## config.mk

```make
export PLATFORM = sky130hd
export DESIGN_NAME = regfile_wr_arb
export DESIGN_NICKNAME = d
export VERILOG_FILES = /design/src/rtl/regfile_wr_arb.sv
export SDC_FILE = /design/constraint.sdc
export NUM_CORES = 1
export LEC_CHECK = 0
export BUFFER_PORTS_ARGS = -buffer_cell sky130_fd_sc_hd__buf_2
export CAP_MARGIN = 20
export CORE_ASPECT_RATIO = 0.9
export CORE_MARGIN = 5
export CORE_UTILIZATION = 48
export CTS_BUF_LIST = sky130_fd_sc_hd__clkbuf_16
export CTS_CLUSTER_SIZE = 12
export DETAILED_ROUTE_END_ITERATION = 16
export PLACE_DENSITY = 0.85
export SYNTH_ARGS = -nofsm -noshare
export SYNTH_HDL_FRONTEND = slang
export SYNTH_SLANG_ARGS = --single-unit
```

## constraint.sdc

```tcl
create_clock -name clk -period 3.44 [get_ports clk]
set_input_delay 0.172 -clock clk [delete_from_list [all_inputs] [get_ports clk]]
set_output_delay 0.172 -clock clk [all_outputs]
set_load 0.02 [all_outputs]
```

## src/rtl/regfile_wr_arb.sv

```systemverilog
// regfile_wr_arb: two-port round-robin write arbiter in front of a register file.
//
// Port 0 (ALU writeback) and port 1 (load / multi-cycle unit) each offer a
// valid/ready write request. One request is granted per cycle. The granted
// write reaches the register file one cycle later. Register 0 is hard-wired,
// so a write to wn=0 is accepted but never asserts rf_we.
//
// Ports:
//   clk                 clock, rising edge
//   clr                 asynchronous active-high clear
//   req0_valid/_ready   port 0 handshake; req0_wn, req0_d destination and data
//   req1_valid/_ready   port 1 handshake; req1_wn, req1_d destination and data
//   rf_we, rf_wn, rf_d  registered register-file write port
//   stall_cnt           saturating count of dual-request edges
//
// Optional feature: define REGARB_STALLCNT_EN to add the stall_cnt port and counter.
module regfile_wr_arb (
    input  logic        clk,
    input  logic        clr,
    input  logic        req0_valid,
    output logic        req0_ready,
    input  logic [4:0]  req0_wn,
    input  logic [31:0] req0_d,
    input  logic        req1_valid,
    output logic        req1_ready,
    input  logic [4:0]  req1_wn,
    input  logic [31:0] req1_d,
    output logic        rf_we,
    output logic [4:0]  rf_wn,
    output logic [31:0] rf_d
`ifdef REGARB_STALLCNT_EN
    ,
    output logic [15:0] stall_cnt
`endif
);

    // Port number granted most recently; resets to 1 so port 0 wins the first conflict.
    logic        last_q;
    logic        last_d;
    logic        grant0;
    logic        grant1;
    logic        xfer;
    logic [4:0]  wn_sel;
    logic [31:0] d_sel;
    logic        we_q;
    logic [4:0]  wn_q;
    logic [31:0] d_q;

    always_comb begin
        grant0 = 1'b0;
        grant1 = 1'b0;
        if (!clr) begin
            if (req0_valid && req1_valid) begin
                // Conflict: favour the port not granted last time.
                grant0 = last_q;
                grant1 = ~last_q;
            end else begin
                grant0 = req0_valid;
                grant1 = req1_valid;
            end
        end
    end

    assign req0_ready = grant0;
    assign req1_ready = grant1;
    assign xfer       = grant0 | grant1;
    assign wn_sel     = grant1 ? req1_wn : req0_wn;
    assign d_sel      = grant1 ? req1_d  : req0_d;
    assign last_d     = xfer ? grant1 : last_q;

    always_ff @(posedge clk or posedge clr) begin
        if (clr) begin
            last_q <= 1'b1;
            we_q   <= 1'b0;
            wn_q   <= 5'd0;
            d_q    <= 32'd0;
        end else begin
            last_q <= last_d;
            we_q   <= xfer && (wn_sel != 5'd0);
            if (xfer) begin
                wn_q <= wn_sel;
                d_q  <= d_sel;
            end
        end
    end

    assign rf_we = we_q;
    assign rf_wn = wn_q;
    assign rf_d  = d_q;

`ifdef REGARB_STALLCNT_EN
    logic [15:0] cnt_q;
    logic [15:0] cnt_d;

    always_comb begin
        cnt_d = cnt_q;
        if (req0_valid && req1_valid && (cnt_q != 16'hFFFF)) begin
            cnt_d = cnt_q + 16'd1;
        end
    end

    always_ff @(posedge clk or posedge clr) begin
        if (clr) begin
            cnt_q <= 16'd0;
        end else begin
            cnt_q <= cnt_d;
        end
    end

    assign stall_cnt = cnt_q;
`endif

endmodule

```

==> results of run 1 <==
==> cells by family after synthesis <==
family / after synthesis / share of synthesized area, %
flops: 39 / 45.4
compound gates: 115 / 36.0
simple gates: 44 / 8.61
buf+inv: 36 / 10.0
==> worst reg2reg max path, cell delays in order (launching register included) <==
cell,delay [ns]
dfstp_2,0.52
and2_1,0.78
buf_4,0.31
o21ai_1,0.07
a31oi_1,0.21
==> final cells by class <==
cell class	instances	area, um^2	area share (%)
multi-input combinational	159	958	33.3
sequential	39	977	33.9
clock inverter	3	43.8	1.52
tap	62	77.6	2.69
inverter	5	18.8	0.651
timing repair buffer	125	681	23.6
clock buffer	5	125	4.34
==> synth_stat cells (all sizes together) <==
| cell type | count | area, um^2 |
|---|---|---|
| clkbuf | 3 | 11.3 |
| o22ai | 1 | 12.5 |
| or4 | 2 | 15.0 |
| buf | 28 | 185 |
| o2111ai | 37 | 324 |
| dfrtp | 38 | 951 |
| inv | 5 | 18.8 |
| nor2 | 39 | 146 |
| nand2b | 1 | 8.76 |
| dfstp | 1 | 26.3 |
| and2 | 1 | 6.26 |
| o21ba | 1 | 10.0 |
| o21ai | 39 | 195 |
| or2 | 1 | 8.76 |
| a31oi | 37 | 231 |
==> registers in the layout, indices dropped and copies added, names as in the netlist <==
| signal | count |
|---|---|
| last_q | 1 |
| rf_d | 32 |
| rf_we | 1 |
| rf_wn | 5 |
==> worst max path at each step <==
stage | endpoint | slack [ns] | cells past startpoint
2_1_floorplan | req0_ready | 2.14 | 5
3_3_place_gp | req1_ready | 1.36 | 5
3_5_place_dp | req1_ready | 1.35 | 5
4_1_cts | req0_ready | 1.23 | 4
5_1_grt | req0_ready | 1.07 | 4
6_report | req0_ready | 1.22 | 4
==> power by group <==
group          total, mW  switching [mW]  internal, mW
registers          0.558          0.0339         0.524
clock network      0.522           0.180         0.342
logic              0.391           0.247         0.143
==> per-layer routing <==
layer	GRT usage [%]	wire, um	vias up
met5	0	0	-
met4	8.26	82	0
met3	5.88	515	8
met2	34.9	3110	123
met1	30.0	2730	1096
li1	-	-	1111
==> stage by stage <==
step,setup WS [ns],std cells
floorplan,2.14,234
global route,1.07,398
finish,1.22,398
CTS,1.23,395
detailed placement,1.35,387
global placement,1.36,387
==> placed cells by master, fill, tap and decap left out <==
cell,synthesis,final
buf_2,16,117
nor2_1,39,39
dfrtp_1,38,38
o2111ai_1,37,37
a31oi_1,37,37
o21ai_0,28,28
o21ai_1,11,11
clkbuf_16,0,5
buf_4,8,5
inv_1,4,3
inv_2,1,2
or4_1,2,2
o21ba_2,1,1
nand2b_2,1,1
and2_1,1,1
or2_4,1,1
o22ai_2,1,1
bufinv_16,0,1
clkinv_4,0,1
clkinv_2,0,1
dlygate4sd3_1,0,1
dfstp_2,1,1
buf_16,0,1
buf_12,0,1
==> impl_results.md, run 1 <==
* Status: complete, no violations
* Pwr Total at 1.47 mW
* Reg-to-reg slack, setup at 1.46 ns
* Sequential element share of the synthesized area at 45.4%
* Drt via density at 5.87
* Final net count at 413
* DRC viols at 0
* TritonCTS clock tree: done
* Worst min-delay path category: primary input to flip-flop
* Critical-path cell list: and2_1 -> o21ai_1 -> inv_1 -> buf_2
* Gate count after technology mapping at 234
* Clk root buf: clkbuf_16
* Cell area after layout at 2880 um^2
* Type of destination of the critical path: output pin
* Rows at 23
* Fin util at 65.4%
* Die Span Y at 73.5 um
* Peak VDD IR at 0.000304 V
* Gr usage total at 22.4%
* Number of global-route vias before repair at 2229
* Final min period at 2.22 ns
* CP peak stage delay at 0.78 ns
* Crit path kind: flip-flop to output pin
* Largest net degree at the start of global routing at 62
* Max FO, Critical Path at 30
* Hold Crit Start: req0_d[31]
* Die area at 5920 um^2
* Ports at 118
* Core area at 4400 um^2
* RSZ-0062 raised after global routing: no
* Worst-path clk slew at 0.06 ns
* Setup crit start: last_q
* Final Hold Slack at 0.163 ns
* Antenna violations before repair at 0
* Ant diodes at 0
* Routed via count at 2338
* Gpl congestion at 0.803
* DRT iter0 DRCs at 181
* Clock latency on the worst-skew pair at 0.28 ns
* Number of max-cap violations at 0
* Cts repair resizes at 0
* Synth cell types at 19
* Endpoint, Worst Hold: rf_d[31]
* Final Hold Viols at 0
* Cts bufs inserted at 5
* Slew HR at 33.2%
* Setup Viol. Count Final at 0
* Average size of a mapped cell at 9.19 um^2
* Placed cell area at 2660 um^2
* Slew Viols, Final at 0
* First drt pass iteration count at 5
* Actual slew at the worst max-slew pin at 1.00 ns
* CP Launch Type: flip-flop
* Hold-fix buffers at CTS at 0
* Total Routed Length at 6.43 mm
* Synth-to-Final Area Change at 34.0%
* H-Tree Depth at 2
* Die Wd at 80.6 um
* Starting density of the core at 48.8%
* Buffers & Inverters on Critical Path at 2
* Skew final at 0.00749 ns
* Final TNS setup at 0 ns
* Post-CTS setup buffers at 0
* Synth Register Bits at 39
* Fillcell total at 394
* R2R Path Start: last_q
* Max Root-Sink Buffers at 2
* Synth Cell Area at 2150 um^2
* Worst R2R End: rf_d[10]
* Syn Nets at 312
* First-pass GRT wire length at 10.3 mm
* Worst Reg-to-Reg Cells at 4
* Number of routed nets with antenna violations at 0
* Critical Path AT at 2.04 ns
* Grt ovf at 0
* Fmax at 451 MHz
* Tcrit/Tclk final at 64.4%
* Dpl hpwl at 4.24 mm
* Routed wire per std cell at 16.2 um
* Share of layout cells above drive strength 1 at 41.4%
* # port buffers at 117
* Hold Crit Depth at 3
* Count of warnings emitted by yosys at 0
* Cell Pwr Density at 510 nW/um^2
* TritonCTS sink count at 39
* Leakage at 1.26 nW
* CP max stage cell: and2_1
* Cell family with most CP delay: simple AND/OR/NAND/NOR gates
* Critical Path RT at 3.27 ns
No activity file was read; power rests on OpenSTA's default activity.
==> run 2, diff against run 1 <==
--- a/config.mk
+++ b/config.mk
@@ -9,11 +9,11 @@
 export CAP_MARGIN = 20
 export CORE_ASPECT_RATIO = 0.9
 export CORE_MARGIN = 5
-export CORE_UTILIZATION = 48
+export CORE_UTILIZATION = 40
 export CTS_BUF_LIST = sky130_fd_sc_hd__clkbuf_16
 export CTS_CLUSTER_SIZE = 12
 export DETAILED_ROUTE_END_ITERATION = 16
-export PLACE_DENSITY = 0.85
+export PLACE_DENSITY = 0.76
 export SYNTH_ARGS = -nofsm -noshare
 export SYNTH_HDL_FRONTEND = slang
 export SYNTH_SLANG_ARGS = --single-unit
==> constraint.sdc (replaced) <==
create_clock -name clk -period 1.9 [get_ports clk]
set_input_delay 0.095 -clock clk [delete_from_list [all_inputs] [get_ports clk]]
set_output_delay 0.095 -clock clk [all_outputs]
set_load 0.02 [all_outputs]
==> run 2 against run 1 <==
Non-clock buffer count is 4 higher. Flip-flop and latch count unchanged. Highest routed layer unchanged. Critical path depth up 2. Register-to-register slack lost 0.82 ns.
==> impl_results.md, run 2 (synthesis results as in run 1) <==
* Final net count at 417
* First-pass GRT wire length at 10.7 mm
* TritonCTS clock tree: done
* Critical Path AT at 1.55 ns
* Sequential Power Share at 40.6%
* Ant diodes at 0
* Clock latency on the worst-skew pair at 0.27 ns
* Cts bufs inserted at 5
* Combinational share of power at 28.6%
* DRT iter0 DRCs at 149
* Antenna violations before repair at 0
* Most common cell after layout, fill and taps aside: buf_2
* Synth-to-Final Area Change at 34.0%
* Reg-to-reg slack, setup at 0.64 ns
* Cell Pwr Density at 863 nW/um^2
* Worst Reg-to-Reg Cells at 4
* First drt pass iteration count at 4
* Hold Crit Depth at 3
* Drt via density at 5.76
* Total Routed Length at 6.86 mm
* Sw Ratio at 32.4%
* Post-Layout Cell Count at 407
* Rows at 25
* Part of the power in the clock network at 30.8%
* Final TNS setup at 0 ns
* Skew final at 0.00349 ns
* Setup Viol. Count Final at 0
* Internal at 1.68 mW
* CP Launch Type: primary input
* Gr usage total at 19.2%
* Tcrit/Tclk final at 86.6%
* DRC viols at 0
* Fin util at 55.2%
* Slew Viols, Final at 0
* Actual slew at the worst max-slew pin at 0.690 ns
* Core area at 5220 um^2
* Slew HR at 53.9%
* Commonest cells after routing, fill and taps aside: buf_2, nor2_1, dfrtp_1, o2111ai_1, a31oi_1
* Fmax at 608 MHz
* Routed wire per std cell at 16.8 um
* Type of destination of the critical path: output pin
* Crit path kind: primary input to output pin
* Final min period at 1.65 ns
* Clk root buf: clkbuf_16
* RSZ-0062 raised after global routing: no
* Die Span Y at 79.6 um
* Peak VDD IR at 0.000494 V
* Switching power at 0.807 mW
* Starting density of the core at 41.2%
* Number of max-cap violations at 0
* Critical Path RT at 1.80 ns
* TritonCTS sink count at 39
* Final Hold Slack at 0.0911 ns
* Final Hold Viols at 0
* Placed instance count at 398
* Post-CTS setup buffers at 0
* H-Tree Depth at 2
* Max FO, Critical Path at 24
* Worst-path clk slew at 0.05 ns
* Largest net degree at the start of global routing at 39
* # port buffers at 117
* Dpl hpwl at 4.91 mm
* Worst min-delay path category: primary input to flip-flop
* Grt ovf at 0
* Share of layout cells above drive strength 1 at 41.2%
* Die area at 6950 um^2
* Die Wd at 87.3 um
* Ports at 118
* Largest register FFs at 32
* Max Root-Sink Buffers at 2
* Status: complete, no violations
* Leakage at 1.27 nW
* Number of global-route vias before repair at 2273
* Routed via count at 2343
* Gpl congestion at 0.766
* Number of routed nets with antenna violations at 0
run 2: critical path, cell delays in order:
cell and delay [ns]:
dlygate4sd3_1 0.54, buf_2 0.14, nand2b_4 0.25, or2_4 0.31
inv_1 0.05, buf_2 0.15
run 2: worst paths after layout:
| kind | from | endpoint |
|---|---|---|
| min reg2reg | rf_d[21] | rf_d[21] |
| max | clr | req1_ready |
| max in group asynchronous | clr | last_q |
| min | req0_d[20] | rf_d[20] |
| min in group asynchronous | clr | rf_d[16] |
| max reg2reg | last_q | rf_d[6] |
run 2: cell type report:
class                           count  area [um^2]
Clock inverter                      3         11.3
Timing Repair Buffer              129          703
Sequential cell                    39          977
Fill cell                         512         2340
Clock buffer                        5          125
Inverter                            5         18.8
Tap cell                           67         83.8
Multi-Input combinational cell    159          963
run 2: layer usage:
| metal | GRT usage, % | vias up | wire length [um] |
|---|---|---|---|
| li1 | - | 1116 | - |
| met5 | 0 | - | 0 |
| met3 | 4.85 | 4 | 615 |
| met2 | 32.8 | 118 | 3330 |
| met1 | 24.3 | 1105 | 2880 |
| met4 | 4.45 | 0 | 30 |
run 2: per-stage QoR:
step                setup WS [ns]  total power, mW  area, um^2
floorplan                   0.649             1.47        2150
global placement            0.556             1.72        2730
detailed placement          0.510             1.74        2730
CTS                        0.0785             2.51        2880
global route                0.178             2.62        2880
finish                      0.254             2.49        2880
run 2: power by group through the flow:
stage | clock (mW) | combinational, mW | sequential, mW
2_1_floorplan | 0 | 0.303 | 1.16
3_3_place_gp | 0 | 0.704 | 1.02
3_5_place_dp | 0 | 0.714 | 1.02
4_1_cts | 0.783 | 0.715 | 1.01
5_1_grt | 0.814 | 0.774 | 1.03
6_report | 0.767 | 0.711 | 1.01
run 2: timing repair:
item	in CTS	in global routing
hold buffers	1	0
setup endpoints to repair	0	1
resized for setup	0	1
endpoints found under the hold margin	9	0
